===== config.mk =====
export PLATFORM = sky130hd
export DESIGN_NAME = serial_paralelo_param
export DESIGN_NICKNAME = d
export VERILOG_FILES = /design/src/rtl/serial_paralelo_param.sv
export SDC_FILE = /design/constraint.sdc
export NUM_CORES = 1
export LEC_CHECK = 0
export ABC_AREA = 1
export CORE_MARGIN = 5
export CORE_UTILIZATION = 58
export DETAILED_ROUTE_END_ITERATION = 10
export PLACE_DENSITY = 0.93
export SLEW_MARGIN = 20
export SYNTH_ARGS = -nofsm -noshare
export SYNTH_HDL_FRONTEND = slang
export SYNTH_SLANG_ARGS = --single-unit

===== constraint.sdc =====
create_clock -name clk_32f -period 3.8 [get_ports clk_32f]
set_clock_uncertainty 0.15 [all_clocks]
set_input_delay 0.38 -clock clk_32f [delete_from_list [all_inputs] [get_ports clk_32f]]
set_output_delay 0.38 -clock clk_32f [all_outputs]
set_load 0.02 [all_outputs]

===== src/rtl/serial_paralelo_param.sv =====
// Serial-to-parallel deserializer: slides over the bit stream for COMMA, aligns, locks, emits words.
// Optional SP_RELOCK_EN: drop lock after UNLOCK_COUNT consecutive all-zero words.
module serial_paralelo_param #(
  parameter int               WIDTH        = 8,
  parameter logic [WIDTH-1:0] COMMA        = WIDTH'(8'hBC),
  parameter int               LOCK_COUNT   = 4,
  parameter int               UNLOCK_COUNT = 4
) (
  input  logic             clk_32f,
  input  logic             reset,
  input  logic             data_in,
  output logic [WIDTH-1:0] data_out,
  output logic             valid_out,
  output logic             active
);

  localparam int BW = (WIDTH > 1) ? $clog2(WIDTH) : 1;
  localparam int CW = $clog2(LOCK_COUNT + 1);
  localparam int ZW = $clog2(UNLOCK_COUNT + 1);

  typedef enum logic [1:0] {SEARCH, ALIGN, LOCKED} state_t;

  state_t           state, state_n;
  logic [WIDTH-1:0] shreg, nxt;
  logic [BW-1:0]    bit_cnt, bit_cnt_n;
  logic [CW-1:0]    comma_cnt, comma_n;
  logic [ZW-1:0]    zero_cnt, zero_n;
  logic [WIDTH-1:0] data_n;
  logic             valid_n, active_n;
  logic             boundary;

  assign nxt      = {shreg[WIDTH-2:0], data_in};
  assign boundary = (bit_cnt == BW'(WIDTH - 1));

  always_ff @(posedge clk_32f or negedge reset) begin
    if (!reset) begin
      state     <= SEARCH;
      shreg     <= '0;
      bit_cnt   <= '0;
      comma_cnt <= '0;
      zero_cnt  <= '0;
      data_out  <= '0;
      valid_out <= 1'b0;
      active    <= 1'b0;
    end else begin
      state     <= state_n;
      shreg     <= nxt;
      bit_cnt   <= bit_cnt_n;
      comma_cnt <= comma_n;
      zero_cnt  <= zero_n;
      data_out  <= data_n;
      valid_out <= valid_n;
      active    <= active_n;
    end
  end

  always_comb begin
    state_n   = state;
    bit_cnt_n = bit_cnt;
    comma_n   = comma_cnt;
    zero_n    = zero_cnt;
    data_n    = data_out;
    valid_n   = valid_out;
    active_n  = active;
    unique case (state)
      SEARCH: begin
        // Sliding compare: any bit offset may start a word boundary.
        bit_cnt_n = '0;
        valid_n   = 1'b0;
        zero_n    = '0;
        if (nxt == COMMA) begin
          comma_n = CW'(1);
          if (LOCK_COUNT == 1) begin
            state_n  = LOCKED;
            active_n = 1'b1;
          end else begin
            state_n = ALIGN;
          end
        end
      end
      ALIGN: begin
        bit_cnt_n = boundary ? '0 : BW'(bit_cnt + 1'b1);
        valid_n   = 1'b0;
        zero_n    = '0;
        if (boundary) begin
          if (nxt == COMMA) begin
            if (comma_cnt >= CW'(LOCK_COUNT - 1)) begin
              comma_n  = CW'(LOCK_COUNT);
              state_n  = LOCKED;
              active_n = 1'b1;
            end else begin
              comma_n = CW'(comma_cnt + 1'b1);
            end
          end else begin
            state_n = SEARCH;
            comma_n = '0;
          end
        end
      end
      LOCKED: begin
        bit_cnt_n = boundary ? '0 : BW'(bit_cnt + 1'b1);
        if (boundary) begin
          data_n  = nxt;
          valid_n = (nxt != COMMA);
          if (nxt == '0)
            zero_n = (zero_cnt == ZW'(UNLOCK_COUNT)) ? zero_cnt : ZW'(zero_cnt + 1'b1);
          else
            zero_n = '0;
`ifdef SP_RELOCK_EN
          // Link presumed dead: the last payload word stays visible, nothing is flagged valid.
          if (nxt == '0 && zero_cnt >= ZW'(UNLOCK_COUNT - 1)) begin
            state_n   = SEARCH;
            active_n  = 1'b0;
            valid_n   = 1'b0;
            data_n    = data_out;
            comma_n   = '0;
            zero_n    = '0;
            bit_cnt_n = '0;
          end
`endif
        end
      end
      default: state_n = SEARCH;
    endcase
  end

endmodule

# Word-level counts from Yosys, hierarchy flattened
# Index checks and enable logic that the tools add are counted.
dict set report op_classes {
  eq_ne 9
  n_mux 14
  add_sub_neg 2
  n_lt_le_gt_ge 1
  n_reduce_logical 11
  bitwise_logic 1
}
# op count
set op_table {}
lappend op_table {{$mux W3} 5}
lappend op_table {{$pmux W3 S2} 2}
lappend op_table {{$eq A8 B8 Y1 const B} 1}
lappend op_table {{$mux W2} 4}
lappend op_table {{$ne A8 B8 Y1 const B} 1}
lappend op_table {{$reduce_and A4 Y1} 2}
lappend op_table {{$add A3 B1 Y3 const B} 2}
lappend op_table {{$ne A2 B2 Y1 const B} 3}
lappend op_table {{$pmux W2 S3} 1}
lappend op_table {{$reduce_bool A2 Y1} 3}
lappend op_table {{$reduce_and A2 Y1} 2}
lappend op_table {{$reduce_or A2 Y1} 2}
lappend op_table {{$eq A3 B3 Y1 const B} 1}
lappend op_table {{$ge A3 B2 Y1 const B} 1}
lappend op_table {{$ne A3 B3 Y1 const B} 1}
lappend op_table {{$reduce_and A3 Y1} 1}
lappend op_table {{$eq A2 B1 Y1 const B} 1}
lappend op_table {{$eq A2 B2 Y1 const B} 1}
lappend op_table {{$logic_not A2 Y1} 1}
lappend op_table {{$pmux W1 S2} 1}
lappend op_table {{$mux W1} 1}
lappend op_table {{$not A1 Y1} 1}
dict set report word_totals {
  input_bits 3
  ff_bits 25
  word_cells 45
  out_inout_bits 10
}

# Longest topological paths before layout
dict set report logic_depth {
  depth_word 5
  mapped_depth 9
  mapped_depth_nobuf 9
}

# Worst setup path after synthesis
# No wires, ideal clock.
dict set report synth_path {
  path_type {register to register}
  from {reg comma_cnt[0]}
  to {reg comma_cnt[1]}
  arrival_time_ps 1336
  period_less_slack_ps 1563
  path_stages_with_launch 10
  path_buffers 0
  setup_time_ps 76
  slack_ps 2237
  required_ps 3574
  path_cell_list {dfrtp_1 -> ha_1 -> ha_1 -> nor2_2 -> nand2_2 -> inv_2 -> nand3_1 -> nor2_2 -> nand2_1 -> o21ai_1}
}
dict set report synth_between {
  elab_chain_len 5
  elab_cells_between_ends 6
  cone_classes {add/sub: 1; order compare: 1; mux: 4}
}
# element line
set synth_rtl {}
lappend synth_rtl {{from (decl)} 26} ;# logic [CW-1:0] comma_cnt, comma_n;
lappend synth_rtl {{from (signal assigned)} 49} ;# comma_cnt <= comma_n;
lappend synth_rtl {{$add A3 B1 Y3 / $ge A3 B2 Y1 (equally long branches)} {92, 87}}
lappend synth_rtl {{$mux W3 (*)} 87} ;# if (comma_cnt >= CW'(LOCK_COUNT - 1)) begin
lappend synth_rtl {{$mux W3 (*)} 86} ;# if (nxt == COMMA) begin
lappend synth_rtl {{$mux W3 (*)} 85} ;# if (boundary) begin
lappend synth_rtl {{$pmux W3 S2 (*)} 65} ;# unique case (state)
# Mark *: on every way between the ends. The rest lies on a longest branch, timed or not. The select of a mux whose other input is x is not followed.
# A chain may end at the register's enable or synchronous reset.

# Worst setup path after layout
dict set report layout_path {
  from {reg bit_cnt[0]}
  to {reg data_out[5]}
}
dict set report layout_between {
  elab_chain_len 2
}
# element line
set layout_rtl {}
lappend layout_rtl {{from (decl)} 25} ;# logic [BW-1:0] bit_cnt, bit_cnt_n;
lappend layout_rtl {{from (signal assigned)} 48} ;# bit_cnt <= bit_cnt_n;
lappend layout_rtl {{$eq A3 B3 Y1} 33} ;# assign boundary = (bit_cnt == BW'(WIDTH - 1));
lappend layout_rtl {{$reduce_and A2 Y1 (no line)} -}
lappend layout_rtl {{to (signal assigned)} 51} ;# data_out <= data_n;
lappend layout_rtl {{to (decl)} 12} ;# output logic [WIDTH-1:0] data_out,
# No other way between the ends.

==> metrics.csv <==
stage,metric,value,unit
hold_path,min_path_cells,0,
power_and_ir_drop,p_sw,0.193,mW
floorplanning,die_w,55.0,um
placement,portBuffers,12,
global_route,grt_pass1_vias,837,
logic_synthesis,yosysUniqueCellTypes,20,
drt,routed_wirelength,2.06,mm
drt,vias_per_cell,5.03,
placement,hpwl,1.64,mm
timing,setup_viol,0,
clock_tree,cts.sinks,25,
critical_path,cp.arrival,1.93,ns
power_and_ir_drop,p_per_area,432,nW/um2
final_layout,antennaDiodeCount,0,
critical_path,ff2ff_setup_slack,1.93,ns
final_layout,fin_area,1350,um2
placement,gp_congestion,0.771,
timing,relSlewSlack,0.656,
logic_synthesis,syn-instance-count,122,
clock_tree,clk_pin_slew_worst_paths,0.13,ns
final_layout,drive_gt1_frac,0.159,
critical_path,r2r-end,data_out[5],
critical_path,crit_slowest_cell,dfrtp_1,
drt,wl_per_cell,12.5,um
logic_synthesis,synth_area,1170,um2
logic_synthesis,synth_seq_area_share,0.534,
floorplanning,core,1940,um2
timing,tightest_slew,0.516,ns
critical_path,crit_type,reg2reg,
power_and_ir_drop,clkPwrFrac,0.195,
logic_synthesis,syn-num-nets,133,
clock_tree,post_cts_buffers,0,
drt,vias,830,
critical_path,start_kind,flop,
hold_path,min_path_type,reg2reg,
critical_path,worstPathRequired,3.86,ns
critical_path,crit_fanout,14,
timing,drv_slew,0,
floorplanning,start_util,0.604,
logic_synthesis,yosysWarnings,0,
clock_tree,htree_levels,1,
drt,firstDrtPassIters,4,
global_route,grt_pass1_wl,3.80,mm
power_and_ir_drop,combPwrFrac,0.268,
power_and_ir_drop,p_leak,0.700,nW
power_and_ir_drop,internal-power,0.391,mW
global_route,antenna_found_initial,0,
logic_synthesis,synth_top_area_frac,0.534,
logic_synthesis,synth_seq_cells,25,
final_layout,nNetsFinal,150,
clock_tree,cts_resized,0,
power_and_ir_drop,seq_power_share,0.537,
timing,fin_crit_sh,0.493,
timing,fmax,0.534,GHz
final_layout,utilization,0.697,
logic_synthesis,synth_top_area_cell,dfrtp_1,
critical_path,worstRegToRegCells,4,
floorplanning,rows,16,
critical_path,cpMostUsedCell,ha_1,
timing,finalCriticalPeriod,1.87,ns
flow_run,maxCapViolations,0,
global_route,grt_max_degree,26,
drt,drcViolationCount,0,
timing,tns,0,ns
clock_tree,cts.path.max_buffers,2,
critical_path,path_cells,"ha_1, ha_1, nand2_1, mux2_2",
hold_path,hold_end,shreg[5],
final_layout,final_common_cell,nand2_1,
placement,dpl_cell_area,1320,um2
critical_path,r2r_start,bit_cnt[0],
status,status,finished clean,
power_and_ir_drop,max-vdd-ir-drop,0.291,mV
power_and_ir_drop,power_switching_share,0.331,
logic_synthesis,avgSynthCellArea,9.61,um2
floorplanning,die_height,55.0,um
global_route,grt_usage,0.175,
clock_tree,cts_buffers,3,
clock_tree,cts_root_buffer,clkbuf_4,
final_layout,layout_common_cells,"29 x nand2_1, 25 x dfrtp_1, 14 x inv_1, 11 x clkdlybuf4s50_1, 9 x nor2_1",
final_layout,area_delta_synth_final,15.5,%
drt,detail_route.iter0.violations,22,
drt,antenna_left,0,
clock_tree,clk_latency,0.31,ns
floorplanning,boundaryPins,13,
critical_path,cpPeakStageDelay,0.42,ns
timing,finalHoldViolations,0,
clock_tree,cts_tree,built,
floorplanning,die_area,3020,um2
hold_path,timing.hold.worst.start,shreg[4],
critical_path,end_kind,flop,
timing,rsz0062_at_grt,no,
global_route,overflow,0,
logic_synthesis,synthTopCellsByArea,"dfrtp_1 53%, nand2_1 9.3%, ha_1 8.5%",
-- cell type report --
class / instances / area [um2]
timing repair buffer: 13 / 125
sequential: 25 / 626
clock buffer: 3 / 22.5
inverter: 16 / 60.1
clock inverter: 1 / 5.00
fill: 147 / 588
multi-input combinational: 80 / 482
tap: 27 / 33.8
-- how the worst max path moves through the flow --
stage | from | to | depth (start not counted)
2_1_floorplan | comma_cnt[0] | comma_cnt[1] | 9
3_3_place_gp | bit_cnt[0] | data_out[5] | 4
3_5_place_dp | bit_cnt[0] | data_out[5] | 4
4_1_cts | bit_cnt[0] | data_out[5] | 4
5_1_grt | bit_cnt[0] | data_out[5] | 4
6_report | bit_cnt[0] | data_out[5] | 4
-- logic make-up (layout without fill, tap and decap cells) --
| family | after synthesis | after routing | share of synthesized area |
|---|---|---|---|
| fa+ha+maj | 8 | 8 | 0.0854 |
| compound gates | 14 | 14 | 0.0694 |
| mux | 4 | 4 | 0.0384 |
| simple gates | 54 | 54 | 0.218 |
| flops | 25 | 25 | 0.534 |
| buf+inv | 17 | 33 | 0.0555 |
-- synthesized netlist by cell type, drive strengths merged --
master	instances
a21oi	1
a31o	1
buf	1
dfrtp	25
ha	8
inv	16
mux2	4
nand2	33
nand3	5
nand3b	1
nand4	2
nor2	13
o21ai	9
o21bai	2
o31ai	1
-- worst max-delay path, delay by kind of cell (launching register included) --
family | cells | cell delay (ns)
multiplexers | 1 | 0.40
flip-flops | 1 | 0.42
AND/OR/NAND/NOR | 1 | 0.36
adder cells (fa/ha/maj) | 2 | 0.45
-- power by group through the flow --
stage	sequential [mW]	clock, mW	combinational [mW]
3_5_place_dp	0.318	0	0.155
6_report	0.314	0.114	0.157
2_1_floorplan	0.313	0	0.122
4_1_cts	0.313	0.116	0.155
3_3_place_gp	0.316	0	0.143
5_1_grt	0.319	0.129	0.178
-- metrics by stage --
step | power (mW) | setup slack (ns) | instances | hold WS [ns]
after floorplan | 0.435 | 2.24 | 122 | -0.0656
after global placement | 0.460 | 1.98 | 160 | 0.239
after detailed placement | 0.474 | 1.96 | 160 | 0.240
after CTS | 0.585 | 1.93 | 164 | 0.266
after global routing | 0.627 | 1.86 | 165 | 0.287
final | 0.585 | 1.93 | 165 | 0.266
-- flip-flops by register name, indices dropped and copies added, names as in the netlist --
| register | flops |
|---|---|
| data_out | 8 |
| shreg | 7 |
| bit_cnt | 3 |
| comma_cnt | 3 |
| state | 2 |
| active | 1 |
| valid_out | 1 |
-- repair_timing --
action | in CTS | in global routing
hold buffers | 0 | 1
setup endpoints to repair | 0 | 0
hold endpoints to repair | 0 | 25
-- metal layers --
| layer | GRT usage | part of all wire |
|---|---|---|
| met1 | 0.230 | 0.45 |
| met3 | 0.0295 | 0.032 |
| met4 | 0.0567 | 0.014 |
| met2 | 0.293 | 0.50 |
| met5 | 0 | 0 |
(Power assumes the default switching activity.)
